## src/rtl/light_countdown.sv

```systemverilog
// Dual-direction traffic-light countdown: each direction loads its phase length on a
// lamp change, counts down in BCD once per second, and is shown on a 4-digit scanned display.
module light_countdown #(
    parameter int TICK_DIV   = 100000000,
    parameter int SCAN_DIV   = 100000,
    parameter int GREEN_SEC  = 25,
    parameter int YELLOW_SEC = 5,
    parameter int RED_SEC    = 30
) (
    input  logic       CLK,
    input  logic       RST,
    input  logic       Red1,
    input  logic       Yellow1,
    input  logic       Green1,
    input  logic       Red2,
    input  logic       Yellow2,
    input  logic       Green2,
    output logic [7:0] Cnt1,
    output logic [7:0] Cnt2,
    output logic [3:0] AN,
    output logic [6:0] SEG
);

    localparam int TICK_W = (TICK_DIV > 1) ? $clog2(TICK_DIV) : 1;
    localparam int SCAN_W = (SCAN_DIV > 1) ? $clog2(SCAN_DIV) : 1;
    localparam logic [TICK_W-1:0] TICK_LAST = TICK_W'(TICK_DIV - 1);
    localparam logic [SCAN_W-1:0] SCAN_LAST = SCAN_W'(SCAN_DIV - 1);

    function automatic logic [7:0] to_bcd(input int secs);
        return {4'(secs / 10), 4'(secs % 10)};
    endfunction

    function automatic logic [7:0] bcd_dec(input logic [7:0] v);
        if (v[3:0] == 4'd0)
            return {v[7:4] - 4'd1, 4'd9};
        else
            return {v[7:4], v[3:0] - 4'd1};
    endfunction

    function automatic logic [6:0] seg_of(input logic [3:0] d);
        case (d)
            4'd0:    return 7'b1000000;
            4'd1:    return 7'b1111001;
            4'd2:    return 7'b0100100;
            4'd3:    return 7'b0110000;
            4'd4:    return 7'b0011001;
            4'd5:    return 7'b0010010;
            4'd6:    return 7'b0000010;
            4'd7:    return 7'b1111000;
            4'd8:    return 7'b0000000;
            4'd9:    return 7'b0010000;
            default: return 7'b1111111;
        endcase
    endfunction

    localparam logic [7:0] RED_BCD    = to_bcd(RED_SEC);
    localparam logic [7:0] YELLOW_BCD = to_bcd(YELLOW_SEC);
    localparam logic [7:0] GREEN_BCD  = to_bcd(GREEN_SEC);

    logic [1:0][2:0] lamps;
    logic [1:0][7:0] cnt;
    logic [1:0]      valid_q;

    assign lamps[0] = {Red1, Yellow1, Green1};
    assign lamps[1] = {Red2, Yellow2, Green2};

    // Free-running one-second tick; deliberately not realigned on loads.
    logic [TICK_W-1:0] tick_cnt_reg;
    logic              tick;

    assign tick = (tick_cnt_reg == TICK_LAST);

    always_ff @(posedge CLK) begin
        if (!RST)
            tick_cnt_reg <= '0;
        else if (tick)
            tick_cnt_reg <= '0;
        else
            tick_cnt_reg <= tick_cnt_reg + 1'b1;
    end

    genvar gi;
    generate
        for (gi = 0; gi < 2; gi++) begin : g_dir
            logic [2:0] prev_reg;
            logic [7:0] cnt_reg;
            logic [7:0] cnt_next;
            logic [7:0] load_val;
            logic       valid;
            logic       load;
            logic       valid_reg;

            always_comb begin
                valid = (lamps[gi] == 3'b100) || (lamps[gi] == 3'b010) || (lamps[gi] == 3'b001);
                load  = valid && (lamps[gi] != prev_reg);
                case (lamps[gi])
                    3'b100:  load_val = RED_BCD;
                    3'b010:  load_val = YELLOW_BCD;
                    default: load_val = GREEN_BCD;
                endcase
                // Load wins over a coincident tick; an invalid triple parks the counter at 00.
                cnt_next = cnt_reg;
                if (!valid)
                    cnt_next = 8'h00;
                else if (load)
                    cnt_next = load_val;
                else if (tick && (cnt_reg != 8'h00))
                    cnt_next = bcd_dec(cnt_reg);
            end

            always_ff @(posedge CLK) begin
                if (!RST) begin
                    prev_reg  <= 3'b000;
                    cnt_reg   <= 8'h00;
                    valid_reg <= 1'b0;
                end else begin
                    prev_reg  <= lamps[gi];
                    cnt_reg   <= cnt_next;
                    valid_reg <= valid;
                end
            end

            assign cnt[gi]     = cnt_reg;
            assign valid_q[gi] = valid_reg;
        end
    endgenerate

    logic [SCAN_W-1:0] scan_cnt_reg;
    logic [1:0]        idx_reg;
    logic              scan_wrap;

    assign scan_wrap = (scan_cnt_reg == SCAN_LAST);

    always_ff @(posedge CLK) begin
        if (!RST) begin
            scan_cnt_reg <= '0;
            idx_reg      <= 2'd0;
        end else if (scan_wrap) begin
            scan_cnt_reg <= '0;
            idx_reg      <= idx_reg + 2'd1;
        end else begin
            scan_cnt_reg <= scan_cnt_reg + 1'b1;
        end
    end

    // Slot order: dir-1 units, dir-1 tens, dir-2 units, dir-2 tens; zero tens are suppressed.
    logic [3:0] digit;
    logic       blank;
    logic [3:0] an_next;
    logic [6:0] seg_next;
    logic [3:0] an_reg;
    logic [6:0] seg_reg;

    always_comb begin
        digit = 4'd0;
        blank = 1'b1;
        case (idx_reg)
            2'd0: begin
                digit = cnt[0][3:0];
                blank = !valid_q[0];
            end
            2'd1: begin
                digit = cnt[0][7:4];
                blank = !valid_q[0] || (cnt[0][7:4] == 4'd0);
            end
            2'd2: begin
                digit = cnt[1][3:0];
                blank = !valid_q[1];
            end
            2'd3: begin
                digit = cnt[1][7:4];
                blank = !valid_q[1] || (cnt[1][7:4] == 4'd0);
            end
        endcase
        an_next  = blank ? 4'b1111 : ~(4'b0001 << idx_reg);
        seg_next = blank ? 7'b1111111 : seg_of(digit);
    end

    always_ff @(posedge CLK) begin
        if (!RST) begin
            an_reg  <= 4'b1111;
            seg_reg <= 7'b1111111;
        end else begin
            an_reg  <= an_next;
            seg_reg <= seg_next;
        end
    end

    assign Cnt1 = cnt[0];
    assign Cnt2 = cnt[1];
    assign AN   = an_reg;
    assign SEG  = seg_reg;

endmodule

```

## config.mk

```make
export PLATFORM = sky130hd
export DESIGN_NAME = light_countdown
export DESIGN_NICKNAME = d
export VERILOG_FILES = /design/src/rtl/light_countdown.sv
export SDC_FILE = /design/constraint.sdc
export NUM_CORES = 1
export LEC_CHECK = 0
export ABC_AREA = 1
export CAP_MARGIN = 20
export CORE_MARGIN = 2
export CORE_UTILIZATION = 50
export DETAILED_ROUTE_END_ITERATION = 8
export PLACE_DENSITY = 0.66
export SLEW_MARGIN = 40
export SYNTH_ARGS = -nofsm -noshare
export SYNTH_HDL_FRONTEND = slang
export SYNTH_SLANG_ARGS = --single-unit
```

## constraint.sdc

```tcl
create_clock -name CLK -period 2.4 [get_ports CLK]
set_input_delay 0.36 -clock CLK [delete_from_list [all_inputs] [get_ports CLK]]
set_output_delay 0.36 -clock CLK [all_outputs]
set_load 0.03 [all_outputs]
```

==> impl_metrics.env, run 1 <==
export IMPL_holdBufCountCts=0
export IMPL_switching_share_pct=27.1
export IMPL_placed_cell_area_mm2=0.00467
export IMPL_min_period_ns=2.06
export IMPL_tightest_slew_ns=0.583
export IMPL_synth_warnings=0
export IMPL_root_buffer="clkbuf_8"
export IMPL_synth_common_cells="nand2_1 (162), dfxtp_1 (81), inv_1 (69), nor2_1 (69)"
export IMPL_design_power_total_w=0.00253
export IMPL_hp_class="flop to flop"
export IMPL_start_util_pct=51.5
export IMPL_drive_gt1_share_pct=8.13
export IMPL_postSynth_asyncResetShare_pct=0
export IMPL_vias=3760
export IMPL_seqPwrFrac_pct=54.8
export IMPL_ys_top_cells_by_area="dfxtp_1 (39%), nand2_1 (14%), inv_1 (6.2%)"
export IMPL_syn_area_mm2=0.00421
export IMPL_std_cell_rows=33
export IMPL_clock_latency_ns=0.35
export IMPL_htree_levels=3
export IMPL_dp_hpwl_mm=6.63
export IMPL_synth_edf_count=0
export IMPL_power_leakage_nw=1.94
export IMPL_comb_power_share_pct=9.8
export IMPL_drt_iter0_drc=98
export IMPL_track_usage_pct=19.8
export IMPL_maxCapViolations=0
export IMPL_numCtsBuffers=9
export IMPL_numPlacedInstances=741
export IMPL_yosys_most_used_dff="dfxtp_1"
export IMPL_ir_drop_mv=0.315
export IMPL_synth_seq_cells=81
export IMPL_switchingPower_w=0.000686
export IMPL_gp_congestion=0.861
export IMPL_endpoint_kind="flop"
export IMPL_relSlewSlack_pct=61.0
export IMPL_setup_viol=0
export IMPL_antennaDiodeCount=0
export IMPL_power_density_mw_per_mm2=521
export IMPL_synth_area_per_cell_um2=6.97
export IMPL_clkSlewWorstSetupHoldPaths_ns=0.09
export IMPL_status="finished clean"
export IMPL_worst_ep_arrival_time_ns=2.29
export IMPL_antenna_found_initial=0
export IMPL_crit_fanout=6
export IMPL_slew_viol_final=0
export IMPL_die_w_um=95.8
export IMPL_critPathKind="flop to flop"
export IMPL_setup_tns_ns=0
export IMPL_max_freq_ghz=0.486
export IMPL_synth_top_area_share_pct=38.5
export IMPL_internal_power_w=0.00184
export IMPL_syn_num_nets=627
export IMPL_start_kind="flop"
export IMPL_syn_to_final_growth_pct=15.3
export IMPL_grt_pass1_vias=3290
export IMPL_drc_errors=0
export IMPL_post_route_period_util_pct=85.7
export IMPL_dr_pass1_iters=4
export IMPL_utilization_pct=59.4
export IMPL_largest_reg_flops=27
export IMPL_yosysMostFrequentCell="nand2_1"
export IMPL_clkPwrFrac_pct=35.4
export IMPL_ys_seq_area_share_pct=38.5
export IMPL_cts_tree="built"
export IMPL_rsz0062_at_grt="false"
export IMPL_cts_sinks=81
export IMPL_final_cell_area_mm2=0.00485
export IMPL_ctsResizeCount=0
export IMPL_yosysTopAreaCell="dfxtp_1"
export IMPL_die_area_mm2=0.00917
export IMPL_syn_inst=604
export IMPL_grt_max_degree=20
export IMPL_clk_path_buf_depth=2
export IMPL_fill_cells=788
export IMPL_core_area_mm2=0.00818
export IMPL_portBuffers=34
export IMPL_die_y_um=95.8
export IMPL_required_ns=2.64
export IMPL_fin_nets=670
export IMPL_synthDistinctLibCells=35
export IMPL_skew_ns=0.0120
export IMPL_drt_total_wl_mm=8.53
export IMPL_wl_per_cell_um=11.3
export IMPL_ant_nets=0
export IMPL_avgViaCountPerCell=4.97
export IMPL_grt_remaining_overflow=0
export IMPL_cts_setup_buffers=0
export IMPL_pin_count=35
export IMPL_hold_viol_final=0
export IMPL_final_cells=757
export IMPL_grt_pass1_wl_mm=14.2
routing by layer:
layer | share of wire [%] | vias up | global-route usage, %
met5 | 0 | - | 0
met4 | 2.3 | 0 | 9.64
met3 | 3.4 | 19 | 3.45
met2 | 48 | 55 | 33.9
met1 | 47 | 1674 | 24.0
li1 | - | 2012 | -
final timing paths:
check / start / to / slack [ns] / cells after the start
worst max-delay path: idx_reg[0] / SEG[5] / 0.34 / 10
worst max register to register: idx_reg[0] / SEG[5] / 0.34 / 10
worst min register to register: scan_cnt_reg[0] / scan_cnt_reg[0] / 0.46 / 1
worst min-delay path: scan_cnt_reg[0] / scan_cnt_reg[0] / 0.46 / 1
through the flow:
| step | hold slack (ns) | setup slack, ns |
|---|---|---|
| finish | 0.457 | 0.344 |
| global route | 0.486 | 0.0464 |
| CTS | 0.463 | 0.339 |
| detailed placement | 0.446 | 0.356 |
| floorplan | 0.418 | 0.569 |
| global placement | 0.433 | 0.481 |
layout make-up:
cell class / instances / area [um2] / share of cell area [%]
clock inverters: 7 / 53.8 / 1.11
clock buffers: 9 / 124 / 2.55
repair buffers: 36 / 355 / 7.32
inverters: 80 / 300 / 6.19
flip-flops and latches: 81 / 1620 / 33.4
multi-input cells: 439 / 2270 / 46.7
well taps: 105 / 131 / 2.71
worst max-delay path, cell delays in order, from the launching register on:
cell	delay, ns
dfxtp_1	0.34
inv_1	0.14
ha_1	0.28
inv_1	0.12
o21ai_0	0.37
inv_1	0.15
ha_1	0.22
o21ai_0	0.15
inv_1	0.07
nand2_1	0.06
nand2_1	0.04
cell families after synthesis:
logic type               synth area share (%)
buffers and inverters                    7.64
AO/OA/AOI/OAI                            8.53
adder cells (fa/ha/maj)                  4.46
XOR/XNOR                                 4.79
AND/OR/NAND/NOR                          36.1
flip-flops                               38.5
cells in the final DEF, fill, tap and decap left out, types with 2 or more instances in the layout:
| cell type | count |
|---|---|
| nand2_1 | 162 |
| dfxtp_1 | 81 |
| inv_1 | 69 |
| nor2_1 | 69 |
| a21oi_1 | 37 |
| nand3_1 | 37 |
| clkdlybuf4s50_1 | 34 |
| o21ai_0 | 23 |
| nor3_1 | 17 |
| ha_1 | 15 |
| xnor2_1 | 12 |
| xor2_1 | 11 |
| inv_2 | 9 |
| nand4_1 | 9 |
| clkbuf_8 | 9 |
| nand2_2 | 6 |
| nand2_4 | 5 |
| nor3b_1 | 5 |
| nor2_2 | 4 |
| nand3b_1 | 4 |
| nor2_4 | 3 |
| nand3_2 | 3 |
| clkinvlp_4 | 3 |
| o211ai_1 | 2 |
| o21ai_1 | 2 |
| clkinv_1 | 2 |
| o22ai_1 | 2 |
| or2_2 | 2 |
| nor4_1 | 2 |
| o21a_1 | 2 |
| inv_6 | 2 |
| buf_4 | 2 |
power by group through the flow:
stage	sequential [W]	clock, W	combinational [W]
after floorplan	0.00144	0	0.000156
after global placement	0.00142	0	0.000244
after detailed placement	0.00142	0	0.000248
after CTS	0.00139	0.000928	0.000250
after global routing	0.00139	0.000981	0.000281
final	0.00139	0.000896	0.000248
No activity file was read; power rests on OpenSTA's default activity.
==> inputs of run 2 (changes only) <==
- DONT_BUFFER_PORTS: unset -> 1
- PLACE_DENSITY: 0.66 -> 0.61
- RECOVER_POWER: unset -> 25
==> impl_metrics.env, run 2 (synthesis gave the netlist of run 1 again) <==
export IMPL_dp_hpwl_mm=6.36
export IMPL_hold_viol_final=0
export IMPL_multi_input_area_mm2=0.00227
export IMPL_clock_latency_ns=0.35
export IMPL_relSlewSlack_pct=61.4
export IMPL_tightest_slew_ns=0.577
export IMPL_min_period_ns=2.13
export IMPL_portBuffers=0
export IMPL_clkPwrFrac_pct=36.6
export IMPL_path_buf_inv=2
export IMPL_die_w_um=95.8
export IMPL_r2r_end="SEG[2]"
export IMPL_largest_reg_flops=27
export IMPL_status="finished clean"
export IMPL_wl_per_cell_um=11.6
export IMPL_antennaDiodeCount=0
export IMPL_endpoint_kind="flop"
export IMPL_ctsResizeCount=0
export IMPL_grt_max_degree=19
export IMPL_power_density_mw_per_mm2=554
export IMPL_required_ns=2.64
export IMPL_core_area_mm2=0.00818
export IMPL_track_usage_pct=19.4
export IMPL_drc_errors=0
export IMPL_final_common_cell="nand2_1"
export IMPL_pin_count=35
export IMPL_reg2reg_slack_ns=0.27
export IMPL_switchingPower_w=0.000673
export IMPL_hp_class="input pin to flop"
export IMPL_crit_fanout=6
export IMPL_comb_power_share_pct=7.8
export IMPL_gp_congestion=0.869
export IMPL_hold_end="g_dir[1].prev_reg[2]"
export IMPL_die_y_um=95.8
export IMPL_start_kind="flop"
export IMPL_fill_cells=822
export IMPL_cts_tree="built"
export IMPL_cts_setup_buffers=0
export IMPL_cpMostUsedCell="nand2_1"
export IMPL_setup_viol=0
export IMPL_htree_levels=3
export IMPL_maxCapViolations=0
export IMPL_cts_sinks=81
export IMPL_cp_cell_sequence="clkbuf_1 -> inv_1 -> ha_1 -> nand2_1 -> nand2_1 -> o21ai_0 -> o211ai_1 -> nand2_1 -> nand2_1 -> nor2_2 -> nand2_1"
export IMPL_numCtsBuffers=9
export IMPL_reg2reg_depth=11
export IMPL_post_route_period_util_pct=88.8
export IMPL_cp_slowest_stage_delay_ns=0.44
export IMPL_drt_iter0_drc=140
export IMPL_rsz0062_at_grt="false"
export IMPL_grt_remaining_overflow=0
export IMPL_internal_power_w=0.00184
export IMPL_std_cell_rows=33
export IMPL_switching_share_pct=26.7
export IMPL_drt_total_wl_mm=8.45
export IMPL_clkSlewWorstSetupHoldPaths_ns=0.09
export IMPL_seqCellArea_mm2=0.00162
export IMPL_rr_startpoint="Cnt1[4]"
export IMPL_hp_start="Red2"
export IMPL_vias=3645
export IMPL_holdBufCountCts=0
export IMPL_critPathKind="flop to flop"
export IMPL_holdPathStages=2
export IMPL_grt_pass1_vias=3182
export IMPL_antenna_found_initial=0
export IMPL_drive_gt1_share_pct=8.65
export IMPL_seqPwrFrac_pct=55.7
export IMPL_critical_path_slowest_cell="clkbuf_1"
export IMPL_die_area_mm2=0.00917
export IMPL_start_util_pct=51.5
export IMPL_ir_drop_mv=0.285
export IMPL_root_buffer="clkbuf_8"
export IMPL_setup_tns_ns=0
export IMPL_ant_nets=0
export IMPL_avgViaCountPerCell=5.00
export IMPL_slew_viol_final=0
export IMPL_utilization_pct=55.5
export IMPL_worst_ep_arrival_time_ns=2.37
export IMPL_clk_path_buf_depth=2
export IMPL_dr_pass1_iters=5
export IMPL_power_leakage_nw=1.83
export IMPL_final_cell_mix="nand2_1 (162), dfxtp_1 (81), inv_1 (69), nor2_1 (69)"
export IMPL_crit_family="buffers and inverters"
export IMPL_skew_ns=0.0125
export IMPL_syn_to_final_growth_pct=7.88
export IMPL_max_freq_ghz=0.469
export IMPL_grt_pass1_wl_mm=13.9
export IMPL_fin_nets=642
==> run 2: cell count changes in the layout (fill, tap and decap cells not counted) <==
cell,previous run,this run
buf_4,2,3
clkbuf_1,0,5
clkbuf_8,9,10
clkdlybuf4s50_1,34,0
clkinv_2,1,2
clkinvlp_4,3,2
inv_6,2,1
==> run 2: worst max path at each step <==
stage,startpoint,end,slack (ns),depth (start not counted)
2_1_floorplan,idx_reg[0],SEG[1],0.57,9
3_3_place_gp,idx_reg[0],SEG[1],0.46,9
3_5_place_dp,idx_reg[0],SEG[6],0.37,10
4_1_cts,idx_reg[0],SEG[6],0.37,10
5_1_grt,Cnt1[4],SEG[3],0.1,11
6_report,Cnt1[4],SEG[2],0.27,11
==> run 2: final cells by class <==
class	instances	share of cell area (%)
Tap cell	105	2.89
Clock buffer	10	3.03
Timing Repair Buffer	8	0.909
Inverter	80	6.61
Multi-Input combinational cell	439	49.9
Sequential cell	81	35.7
Clock inverter	6	0.937
==> run 2: per-stage QoR <==
stage / worst slack, ns / instances / instance area, um2 / hold WS, ns / total power, W
4_1_cts: 0.369 / 729 / 4560 / 0.0849 / 0.00255
2_1_floorplan: 0.569 / 604 / 4210 / 0.418 / 0.00159
5_1_grt: 0.0969 / 729 / 4540 / 0.0829 / 0.00263
3_3_place_gp: 0.462 / 713 / 4380 / 0.431 / 0.00163
3_5_place_dp: 0.373 / 713 / 4380 / 0.438 / 0.00163
6_report: 0.269 / 729 / 4540 / 0.101 / 0.00252
==> run 2: layer usage <==
layer,global-route usage [%],vias up,part of all wire [%]
li1,-,1953,-
met2,33.0,47,47
met5,0,-,0
met3,3.84,11,4.3
met1,23.6,1634,46
met4,8.81,0,2.0
==> run 2: power by group through the flow <==
stage | Sequential, W | Clock [W] | Combinational, W
6_report | 0.00140 | 0.000920 | 0.000195
5_1_grt | 0.00140 | 0.00100 | 0.000224
4_1_cts | 0.00140 | 0.000955 | 0.000198
3_5_place_dp | 0.00143 | 0 | 0.000197
3_3_place_gp | 0.00143 | 0 | 0.000195
2_1_floorplan | 0.00144 | 0 | 0.000156
==> inputs of run 3 (changes only) <==
- CORE_UTILIZATION: 50 -> 45
- PLACE_DENSITY: 0.61 -> 0.56
==> impl_metrics.env, run 3 (synthesis gave the netlist of run 1 again) <==
export IMPL_clk_path_buf_depth=2
export IMPL_htree_levels=3
export IMPL_path_buf_inv=2
export IMPL_switchingPower_w=0.000680
export IMPL_gp_congestion=0.813
export IMPL_dr_pass1_iters=4
export IMPL_antenna_found_initial=0
export IMPL_largest_reg_flops=27
export IMPL_maxCapViolations=0
export IMPL_drive_gt1_share_pct=8.48
export IMPL_internal_power_w=0.00205
export IMPL_skew_ns=0.0117
export IMPL_cts_setup_buffers=0
export IMPL_syn_to_final_growth_pct=9.22
export IMPL_relSlewSlack_pct=57.4
export IMPL_grt_max_degree=18
export IMPL_cp_cell_sequence="clkbuf_1 -> inv_1 -> ha_1 -> nand2_1 -> nand2_1 -> o21ai_0 -> o211ai_1 -> nand2_1 -> nand2_1 -> nor2_2 -> nand2_1"
export IMPL_start_util_pct=46.0
export IMPL_final_cell_mix="nand2_1 (162), dfxtp_1 (81), inv_1 (69), nor2_1 (69)"
export IMPL_drt_iter0_drc=92
export IMPL_utilization_pct=50.2
export IMPL_required_ns=2.64
export IMPL_setup_viol=0
export IMPL_ir_drop_mv=0.284
export IMPL_design_power_total_w=0.00273
export IMPL_hp_class="input pin to flop"
export IMPL_switching_share_pct=24.9
export IMPL_antennaDiodeCount=0
export IMPL_seqPwrFrac_pct=51.2
export IMPL_endpoint_kind="flop"
export IMPL_track_usage_pct=18.5
export IMPL_die_y_um=101
export IMPL_std_cell_rows=35
export IMPL_ctsResizeCount=0
export IMPL_cp_slowest_stage_delay_ns=0.46
export IMPL_reg2reg_depth=11
export IMPL_drt_total_wl_mm=8.72
export IMPL_ant_nets=0
export IMPL_grt_pass1_vias=3352
export IMPL_setup_tns_ns=0
export IMPL_rsz0062_at_grt="false"
export IMPL_min_period_ns=2.12
export IMPL_vias=3628
export IMPL_critical_path_slowest_cell="clkbuf_1"
export IMPL_avgViaCountPerCell=4.93
export IMPL_worst_ep_arrival_time_ns=2.37
export IMPL_critPathKind="flop to flop"
export IMPL_cts_tree="built"
export IMPL_holdPathStages=2
export IMPL_core_area_mm2=0.00915
export IMPL_cpMostUsedCell="nand2_1"
export IMPL_hold_worst_slack_ns=0.0914
export IMPL_final_cells=736
export IMPL_start_kind="flop"
export IMPL_status="finished clean"
export IMPL_power_leakage_nw=1.85
export IMPL_comb_power_share_pct=7.3
export IMPL_post_route_period_util_pct=88.4
export IMPL_power_density_mw_per_mm2=594
export IMPL_tightest_slew_ns=0.639
export IMPL_clock_latency_ns=0.36
export IMPL_crit_cells=11
export IMPL_die_area_mm2=0.0101
export IMPL_grt_pass1_wl_mm=15.1
export IMPL_portBuffers=0
export IMPL_fin_nets=643
export IMPL_numPlacedInstances=720
export IMPL_die_w_um=101
export IMPL_root_buffer="clkbuf_8"
export IMPL_clkPwrFrac_pct=41.5
export IMPL_pin_count=35
export IMPL_clkSlewWorstSetupHoldPaths_ns=0.09
export IMPL_crit_family="buffers and inverters"
export IMPL_slew_viol_final=0
export IMPL_cts_sinks=81
export IMPL_crit_fanout=6
export IMPL_numCtsBuffers=9
export IMPL_holdBufCountCts=0
export IMPL_drc_errors=0
export IMPL_final_common_cell="nand2_1"
export IMPL_wl_per_cell_um=11.8
export IMPL_hold_viol_final=0
export IMPL_grt_remaining_overflow=0
export IMPL_dp_hpwl_mm=6.65
export IMPL_max_freq_ghz=0.471
[run 3: final timing paths]
| path | start | endpoint | slack (ns) |
|---|---|---|---|
| setup reg to reg | Cnt1[4] | SEG[3] | 0.28 |
| hold / removal | Green2 | g_dir[1].prev_reg[0] | 0.09 |
| setup / recovery | Cnt1[4] | SEG[3] | 0.28 |
| hold reg to reg | scan_cnt_reg[0] | scan_cnt_reg[0] | 0.46 |
[run 3: cell type report]
type | count | area [um2]
Fill cell | 913 | 4560
Multi-Input combinational cell | 439 | 2270
Sequential cell | 81 | 1620
Inverter | 80 | 300
Tap cell | 111 | 139
Clock buffer | 10 | 138
Clock inverter | 6 | 91.3
Timing Repair Buffer | 9 | 41.3
[run 3: stage by stage]
stage | cell area (um2) | worst slack, ns
finish | 4600 | 0.278
global route | 4600 | 0.0682
CTS | 4620 | 0.308
detailed placement | 4390 | 0.311
global placement | 4390 | 0.450
floorplan | 4210 | 0.569
[run 3: power by group through the flow]
stage | Sequential [W] | Combinational, W | Clock (W)
final | 0.00140 | 0.000198 | 0.00113
after detailed placement | 0.00143 | 0.000200 | 0
after global routing | 0.00140 | 0.000231 | 0.00122
after CTS | 0.00140 | 0.000201 | 0.00117
after global placement | 0.00143 | 0.000198 | 0
after floorplan | 0.00144 | 0.000156 | 0
[run 3: routing by layer]
layer / vias to the layer above / wire length, um / global-route usage, %
met5: - / 0 / 0
met4: 0 / 146 / 7.27
met3: 11 / 303 / 3.40
met2: 46 / 4210 / 31.4
met1: 1614 / 4060 / 23.3
li1: 1957 / - / -
